===== config.mk =====
export PLATFORM = sky130hd
export DESIGN_NAME = pid_mc
export DESIGN_NICKNAME = d
export VERILOG_FILES = /design/src/rtl/pid_mc.sv
export SDC_FILE = /design/constraint.sdc
export NUM_CORES = 2
export LEC_CHECK = 0
export CORE_MARGIN = 5
export CORE_UTILIZATION = 56
export DETAILED_ROUTE_END_ITERATION = 12
export PLACE_DENSITY_LB_ADDON = 0.2
export SLEW_MARGIN = 0
export SYNTH_ARGS = -nofsm -noshare
export SYNTH_HDL_FRONTEND = slang
export SYNTH_SLANG_ARGS = --single-unit

===== constraint.sdc =====
create_clock -name clk -period 9.34 [get_ports clk]
set_input_delay 2.335 -clock clk [delete_from_list [all_inputs] [get_ports clk]]
set_output_delay 2.335 -clock clk [all_outputs]
set_load 0.01 [all_outputs]

===== src/rtl/pid_mc.sv =====
// pid_mc: time-multiplexed multi-channel PID controller.
// Each start_i pulse (while idle) sweeps channels 0..CHN_NUM-1. Per channel the
// FSM walks LOAD -> ACC -> SUM -> OUT. On the OUT cycle it emits one saturated
// control value on the u_valid_o/u_chn_o/u_data_o triple. Integrator and
// previous-error history persist per channel between sweeps.
// Ports:
//   clk, rst             clock; asynchronous active-high reset
//   start_i              one-cycle pulse, begins a sweep when idle
//   clr_i                clears all integrators/previous errors when idle
//   sp_i, fb_i           packed signed setpoint/feedback, channel c at [c*DW +: DW]
//   kp_i, ki_i, kd_i     unsigned fixed-point gains (FRAC fraction bits)
//   busy_o               high while a sweep is in progress
//   u_valid_o            one-cycle strobe qualifying u_chn_o/u_data_o
//   u_chn_o, u_data_o    channel index and saturated control value (held)
module pid_mc #(
    parameter int unsigned CHN_NUM = 4,
    parameter int unsigned DW      = 16,
    parameter int unsigned GW      = 16,
    parameter int unsigned FRAC    = 8,
    parameter int unsigned UW      = 16,
    parameter int unsigned ILIM    = 30000
) (
    input  logic                       clk,
    input  logic                       rst,
    input  logic                       start_i,
    input  logic                       clr_i,
    input  logic [CHN_NUM*DW-1:0]      sp_i,
    input  logic [CHN_NUM*DW-1:0]      fb_i,
    input  logic [GW-1:0]              kp_i,
    input  logic [GW-1:0]              ki_i,
    input  logic [GW-1:0]              kd_i,
    output logic                       busy_o,
    output logic                       u_valid_o,
    output logic [$clog2(CHN_NUM)-1:0] u_chn_o,
    output logic [UW-1:0]              u_data_o
);

    localparam int unsigned CW  = $clog2(CHN_NUM);
    localparam int unsigned EW  = DW + 1;       // error width, sp-fb never overflows
    localparam int unsigned DDW = DW + 2;       // derivative width
    localparam int unsigned IW  = DW + 4;       // integrator width, holds +-ILIM
    localparam int unsigned SW  = GW + IW + 4;  // PID accumulator, no intermediate wrap

    localparam logic signed [IW:0]   ILIM_POS = (IW+1)'(ILIM);
    localparam logic signed [IW:0]   ILIM_NEG = -ILIM_POS;
    localparam logic signed [SW-1:0] U_MAX    = $signed({{(SW-UW+1){1'b0}}, {(UW-1){1'b1}}});
    localparam logic signed [SW-1:0] U_MIN    = $signed({{(SW-UW+1){1'b1}}, {(UW-1){1'b0}}});

    typedef enum logic [2:0] {
        S_IDLE,
        S_LOAD,
        S_ACC,
        S_SUM,
        S_OUT
    } state_e;

    state_e                  state_q, state_d;
    logic [CW-1:0]           chn_q, chn_d;
    logic [GW-1:0]           kp_q, kp_d;
    logic [GW-1:0]           ki_q, ki_d;
    logic [GW-1:0]           kd_q, kd_d;
    logic signed [EW-1:0]    e_q, e_d;
    logic signed [IW-1:0]    i_new_q, i_new_d;
    logic signed [DDW-1:0]   d_q, d_d;
    logic signed [IW-1:0]    integ_q [CHN_NUM];
    logic signed [IW-1:0]    integ_d [CHN_NUM];
    logic signed [EW-1:0]    e_prev_q [CHN_NUM];
    logic signed [EW-1:0]    e_prev_d [CHN_NUM];
    logic                    busy_q, busy_d;
    logic                    u_valid_q, u_valid_d;
    logic [CW-1:0]           u_chn_q, u_chn_d;
    logic [UW-1:0]           u_data_q, u_data_d;

    // Unpacked views of the packed per-channel inputs
    logic signed [DW-1:0]    sp_arr [CHN_NUM];
    logic signed [DW-1:0]    fb_arr [CHN_NUM];

    always_comb begin : unpack
        for (int unsigned c = 0; c < CHN_NUM; c++) begin
            sp_arr[c] = sp_i[c*DW +: DW];
            fb_arr[c] = fb_i[c*DW +: DW];
        end
    end

    // Datapath for the currently selected channel
    logic signed [EW-1:0]    e_new;
    logic signed [IW:0]      i_sum;
    logic signed [IW-1:0]    i_clamp;
    logic signed [DDW-1:0]   d_new;
    logic signed [SW-1:0]    p_term;
    logic signed [SW-1:0]    i_term;
    logic signed [SW-1:0]    d_term;
    logic signed [SW-1:0]    pid_sum;
    logic signed [SW-1:0]    pid_shift;
    logic [UW-1:0]           u_sat;

    always_comb begin : datapath
        e_new = EW'(sp_arr[chn_q]) - EW'(fb_arr[chn_q]);

        i_sum = (IW+1)'(integ_q[chn_q]) + (IW+1)'(e_q);
        if (i_sum > ILIM_POS) begin
            i_clamp = IW'(ILIM_POS);
        end else if (i_sum < ILIM_NEG) begin
            i_clamp = IW'(ILIM_NEG);
        end else begin
            i_clamp = IW'(i_sum);
        end

        d_new = DDW'(e_q) - DDW'(e_prev_q[chn_q]);

        // Gains are zero-extended into the signed accumulator domain
        p_term  = $signed(SW'({1'b0, kp_q})) * SW'(e_q);
        i_term  = $signed(SW'({1'b0, ki_q})) * SW'(i_new_q);
        d_term  = $signed(SW'({1'b0, kd_q})) * SW'(d_q);
        pid_sum = p_term + i_term + d_term;

        // Arithmetic shift = floor division by 2^FRAC
        pid_shift = pid_sum >>> FRAC;

        if (pid_shift > U_MAX) begin
            u_sat = UW'(U_MAX);
        end else if (pid_shift < U_MIN) begin
            u_sat = UW'(U_MIN);
        end else begin
            u_sat = UW'(pid_shift);
        end
    end

    // Next-state and register-input logic
    always_comb begin : next_state
        state_d   = state_q;
        chn_d     = chn_q;
        kp_d      = kp_q;
        ki_d      = ki_q;
        kd_d      = kd_q;
        e_d       = e_q;
        i_new_d   = i_new_q;
        d_d       = d_q;
        integ_d   = integ_q;
        e_prev_d  = e_prev_q;
        busy_d    = busy_q;
        u_valid_d = 1'b0;
        u_chn_d   = u_chn_q;
        u_data_d  = u_data_q;

        case (state_q)
            S_IDLE: begin
                if (clr_i) begin
                    // Clear wins over a simultaneous start
                    for (int unsigned c = 0; c < CHN_NUM; c++) begin
                        integ_d[c]  = '0;
                        e_prev_d[c] = '0;
                    end
                end else if (start_i) begin
                    kp_d    = kp_i;
                    ki_d    = ki_i;
                    kd_d    = kd_i;
                    chn_d   = '0;
                    busy_d  = 1'b1;
                    state_d = S_LOAD;
                end
            end
            S_LOAD: begin
                e_d     = e_new;
                state_d = S_ACC;
            end
            S_ACC: begin
                integ_d[chn_q]  = i_clamp;
                i_new_d         = i_clamp;
                d_d             = d_new;
                e_prev_d[chn_q] = e_q;
                state_d         = S_SUM;
            end
            S_SUM: begin
                u_valid_d = 1'b1;
                u_chn_d   = chn_q;
                u_data_d  = u_sat;
                state_d   = S_OUT;
            end
            S_OUT: begin
                if (chn_q == CW'(CHN_NUM - 1)) begin
                    busy_d  = 1'b0;
                    state_d = S_IDLE;
                end else begin
                    chn_d   = chn_q + CW'(1);
                    state_d = S_LOAD;
                end
            end
            default: begin
                busy_d  = 1'b0;
                state_d = S_IDLE;
            end
        endcase
    end

    // State and history registers
    always_ff @(posedge clk or posedge rst) begin
        if (rst) begin
            state_q   <= S_IDLE;
            chn_q     <= '0;
            kp_q      <= '0;
            ki_q      <= '0;
            kd_q      <= '0;
            e_q       <= '0;
            i_new_q   <= '0;
            d_q       <= '0;
            for (int unsigned c = 0; c < CHN_NUM; c++) begin
                integ_q[c]  <= '0;
                e_prev_q[c] <= '0;
            end
            busy_q    <= 1'b0;
            u_valid_q <= 1'b0;
            u_chn_q   <= '0;
            u_data_q  <= '0;
        end else begin
            state_q   <= state_d;
            chn_q     <= chn_d;
            kp_q      <= kp_d;
            ki_q      <= ki_d;
            kd_q      <= kd_d;
            e_q       <= e_d;
            i_new_q   <= i_new_d;
            d_q       <= d_d;
            integ_q   <= integ_d;
            e_prev_q  <= e_prev_d;
            busy_q    <= busy_d;
            u_valid_q <= u_valid_d;
            u_chn_q   <= u_chn_d;
            u_data_q  <= u_data_d;
        end
    end

    assign busy_o    = busy_q;
    assign u_valid_o = u_valid_q;
    assign u_chn_o   = u_chn_q;
    assign u_data_o  = u_data_q;

endmodule


# Yosys cells after proc, flatten, opt, wreduce, memory -nomap -nowiden
# Cells that the tools add are included.
[op_classes]
addsub = 6
multipliers = 3
magnitude_cmp = 6
eq_ne = 10
muxes = 39
bitwise_logic = 3
n_reduce_logical = 10
[ops]
columns = ["operator", "count"]
rows = [
  ["80-bit one-hot mux with 2 select lines", 1],
  ["68-bit one-hot mux with 2 select lines", 1],
  ["20-bit two-way mux", 5],
  ["16-bit two-way mux", 6],
  ["80-bit bitwise mux", 1],
  ["80-bit two-way mux", 1],
  ["68-bit bitwise mux", 1],
  ["68-bit two-way mux", 1],
  ["16-bit binary-select mux with 2-bit select", 2],
  ["17-bit two-way mux", 3],
  ["20-bit binary-select mux with 2-bit select", 1],
  ["20-bit demux with 2-bit select", 1],
  ["38-bit by 35-bit adder with 39-bit output", 1],
  ["34-bit by 37-bit adder with 38-bit output", 1],
  ["17-bit by 20-bit multiplier with 37-bit output", 1],
  ["17-bit by 18-bit multiplier with 35-bit output", 1],
  ["17-bit binary-select mux with 2-bit select", 1],
  ["17-bit demux with 2-bit select", 1],
  ["17-bit by 17-bit multiplier with 34-bit output", 1],
  ["31-bit by 16-bit greater-than comparator with 1-bit output (second input constant)", 1],
  ["31-bit by 16-bit < comparator with 1-bit output (second input constant)", 1],
  ["20-bit by 17-bit adder with 21-bit output", 1],
  ["21-bit by 16-bit greater-than comparator with 1-bit output (second input constant)", 1],
  ["21-bit by 16-bit < comparator with 1-bit output (second input constant)", 1],
  ["25 further kinds", 41],
]
[totals]
ff_bits = 276
inputBits = 180
elab_cells = 97

# Longest topological paths before layout
[logic_depth]
word_depth = 10
ltp_mapped = 34
depth_no_buf = 30

# Worst setup path after synthesis
# Ideal clock, no wire load.
[synth_timing]
path_type = "reg2reg"
start = "reg kd_q[2]"
end = "reg u_data_q[1], in the netlist u_data_o[1]"
arrival_time_ns = 8.813
required_time_ns = 9.244
path_slack_ns = 0.431
stages_incl_launch_ff = 33
path_buffers = 4
path_cell_list = "dfrtp_1 clkbuf_1 clkbuf_1 nand2_1 fa_1 inv_1 fa_1 inv_1 fa_1 inv_1 fa_1 inv_1 fa_1 inv_1 fa_1 fa_1 fa_1 inv_1 fa_1 inv_1 ha_1 buf_2 a211oi_1 o21bai_1 or3_1 nor2_1 or3b_1 a211oi_2 o2111ai_1 nor4_1 a41oi_2 buf_4 o32ai_2"
[synth_via]
elab_chain_len = 5
word_cells_on_any_way = 6
classes_between = "1 x add/sub; 1 x mul; 2 x order compare; 2 x mux"
[synth_lines]
columns = ["item", "line_no", "rtl"]
rows = [
  ["start: declaration", "61", "logic [GW-1:0] kd_q, kd_d;"],
  ["start signal: assignment", "220", "kd_q <= kd_d;"],
  ["17-bit by 18-bit multiplier with 35-bit output (*)", "114", "d_term = $signed(SW'({1'b0, kd_q})) * SW'(d_q);"],
  ["38-bit by 35-bit adder with 39-bit output (*)", "115", "pid_sum = p_term + i_term + d_term;"],
  ["31-bit by 16-bit < comparator with 1-bit output", "122", "end else if (pid_shift < U_MIN) begin"],
  ["16-bit two-way mux", "122", ""],
  ["16-bit two-way mux (*)", "120", "if (pid_shift > U_MAX) begin"],
  ["end signal: assignment", "229", "u_data_q <= u_data_d;"],
  ["end: declaration", "72", "logic [UW-1:0] u_data_q, u_data_d;"],
]
# Every way passes the cells marked *; elsewhere a longest branch is shown, timed or not.
# A chain may end at the register's enable or synchronous reset.

# Worst setup path after layout
[layout_timing]
start = "reg d_q[4]"
end = "reg u_data_q[8], in the netlist u_data_o[8]"
[layout_via]
elab_chain_len = 5
word_cells_on_any_way = 6
classes_between = "1 x add/sub; 1 x mul; 2 x order compare; 2 x mux"
[layout_lines]
columns = ["item", "line_no", "rtl"]
rows = [
  ["start: declaration", "64", "logic signed [DDW-1:0] d_q, d_d;"],
  ["start signal: assignment", "206", "d_q <= '0;"],
  ["start signal: assignment", "223", "d_q <= d_d;"],
  ["17-bit by 18-bit multiplier with 35-bit output (*)", "114", ""],
  ["38-bit by 35-bit adder with 39-bit output (*)", "115", ""],
  ["31-bit by 16-bit < comparator with 1-bit output", "122", ""],
  ["16-bit two-way mux", "122", ""],
  ["16-bit two-way mux (*)", "120", ""],
]
# Marks and branches as above.

==> impl_metrics.tcl <==
set metrics [dict create \
    synth-seq-area-share 0.142 \
    rr_worst_depth 27 \
    gr-total-overflow 0 \
    critical_path_arrival_ns 9.50 \
    slowest_stage "dfrtp_1" \
    drtIter0Drc 2493 \
    hpwl_um 113000 \
    clock_sinks 276 \
    synth_compound_area_frac 0.0709 \
    core-area_um2 86300 \
    drc 0 \
    cts_root_buf "clkbuf_16" \
    critPathLaunchType "register" \
    grt_pass1_vias 37400 \
    max_freq_mhz 111 \
    synthMuxAreaShare 0.0449 \
    crit_path_frequent_cell "fa_1" \
    max-cap-violations 0 \
    worstSetupEndpointType "register" \
    fp.dieW_um 304 \
    period_share 0.967 \
    synth-xor-area-share 0.0112 \
    totalNegativeSetupSlack_ns 0 \
    yosys.area_share.simple 0.141 \
    cts_max_level 2 \
    synth_enable_flop_cells 0 \
    row_count 108 \
    grt_max_degree 157 \
    dr.pass1.iters 5 \
    synth_warnings 0 \
    cts_tree "done" \
    slew_headroom 0.287 \
    post_drt_wl_per_cell_um 21.9 \
    track_usage 0.298 \
    antenna_found_initial 4 \
    clock_latency_ns 0.62 \
    fp.dieH_um 304 \
    worstHoldPathCells 1 \
    synthArstFlopShare 1.00 \
    drt-total-wl_um 136000 \
    worstPathMaxFanout 14 \
    status "completed" \
    synth_top_family_by_area "adder cells" \
    synthCells 4867 \
    ys.flop_type "dfrtp_1" \
    start_util 0.561 \
    synth_fp_nets 6351 \
    drive_above_1_share 0.0782 \
    crit_required_ns 9.81 \
    drtAntennaViolNets 0 \
    io_buffers 199 \
    hold_ws_ns 0.473 \
    setup.worst_path.class "reg -> reg" \
    worst_pin_slew_ns 1.07 \
    final-hold-violation-count 0 \
    dieArea_um2 92500 \
    critPathMaxStageDelay_ns 0.76 \
    ys_ff_latch 276 \
    cts-buffers-inserted 37 \
    fin_crit_ns 9.03 \
    gp_congestion 0.978 \
    hp-class "reg -> reg" \
    drv_slew 0 \
    io_pins 200 \
    avgSynthCellArea_um2 9.96 \
    syn-cell-area_um2 48500 \
    synth_cell_types 87 \
    postLayoutCoreUtil 0.618 \
    setup_viol 0 \
    final_common_cell "inv_1" \
    fin_worst_skew_ns 0.0649 \
    ctsLongestPathBuffers 3 \
    finalNetCount 6481 \
    vias_per_cell 5.61 \
    final_cell_mix "inv_1 (1075), fa_1 (975), and2_1 (562)" \
    areaGrowthSynthToFinish_pct 10.1 \
    vias 34700 \
    clk_pin_slew_ns 0.06 \
    grt_pass1_wl_um 214000 \
    yosys.area_share.adder 0.488 \
]
## worst max-delay path, delay by kind of cell (launching register included)
kind	cells	cell delay, ns
fa+ha+maj	10	4.65
compound gates	7	1.67
buf+inv	6	0.76
flops	1	0.76
simple gates	4	1.04
## state kept, by name, summed over array words and instances (netlist names), 2 cells and up
signal / count
i_new_q: 20
ki_q: 16
e_prev_q: 68
integ_q: 80
e_q: 17
u_chn_o: 2
u_data_o: 16
kd_q: 16
state_q: 3
kp_q: 16
d_q: 18
chn_q: 2
## cell usage after synthesis, drive strengths merged, types with 8 or more instances
library cell | instances | share of area
inv | 1079 | 0.084
fa | 977 | 0.40
and2 | 562 | 0.073
nand2 | 456 | 0.035
ha | 327 | 0.084
dfrtp | 276 | 0.14
clkbuf | 204 | 0.016
o21ai | 119 | 0.013
a21oi | 115 | 0.012
nor2 | 71 | 0.0055
a22o | 70 | 0.013
mux4 | 69 | 0.032
mux2 | 52 | 0.012
nand3 | 43 | 0.0044
a21o | 42 | 0.0065
xnor2 | 38 | 0.0069
nor3 | 28 | 0.0032
nand2b | 26 | 0.0034
nor2b | 24 | 0.0031
xor2 | 23 | 0.0043
a211oi | 20 | 0.0035
buf | 20 | 0.0020
or3 | 20 | 0.0026
o31ai | 18 | 0.0031
a31oi | 16 | 0.0022
and3 | 16 | 0.0021
o21a | 13 | 0.0020
o22ai | 13 | 0.0017
nand4 | 9 | 0.0012
o211ai | 9 | 0.0014
nor3b | 8 | 0.0012
o21bai | 8 | 0.0012
## per-stage QoR
step,worst slack (ns),instances,cell area (um2)
2_1_floorplan,0.431,4867,48500
3_3_place_gp,0.237,6112,52000
3_5_place_dp,0.119,6112,52000
4_1_cts,0.0497,6180,53300
5_1_grt,-0.0132,6181,53400
6_report,0.311,6184,53400
## area by class of cell
cell class | instances | area [um2]
Tap cell | 1155 | 1450
Sequential cell | 276 | 6960
Clock inverter | 17 | 231
Fill cell | 7231 | 33000
Clock buffer | 51 | 1070
Antenna cell | 3 | 7.51
Inverter | 1080 | 4070
Timing Repair Buffer | 315 | 2890
Multi-Input combinational cell | 3287 | 36700
## worst paths after layout
| kind | startpoint | to | slack [ns] |
|---|---|---|---|
| hold reg to reg | integ_q[19] | integ_q[19] | 0.47 |
| min in group asynchronous | rst | e_prev_q[59] | 2.07 |
| hold / removal | integ_q[19] | integ_q[19] | 0.47 |
| setup / recovery | d_q[4] | u_data_o[8] | 0.31 |
| max in group asynchronous | rst | ki_q[9] | 5.31 |
| setup reg to reg | d_q[4] | u_data_o[8] | 0.31 |
## repair_timing
action	CTS	global route
endpoints found under the setup margin	0	15
gates resized for setup	0	41
setup buffers	0	1
endpoints found under the hold margin	0	0
hold buffers	0	0
## kinds of logic after synthesis
kind of cell | count (synthesis)
compound gates | 498
xor+xnor | 61
fa+ha+maj | 1304
buf+inv | 1304
flops | 276
mux | 123
simple gates | 1301
## routing by layer
metal | global-route usage | vias to the layer above | wire [um]
met5 | 0 | - | 0
met4 | 0.110 | 0 | 6010
met3 | 0.0534 | 281 | 9640
met2 | 0.504 | 1189 | 67100
met1 | 0.390 | 18000 | 52800
li1 | - | 15200 | -
Power is not shown: default switching activity piles up to over one toggle a cycle in this logic, so the estimate is an artifact.
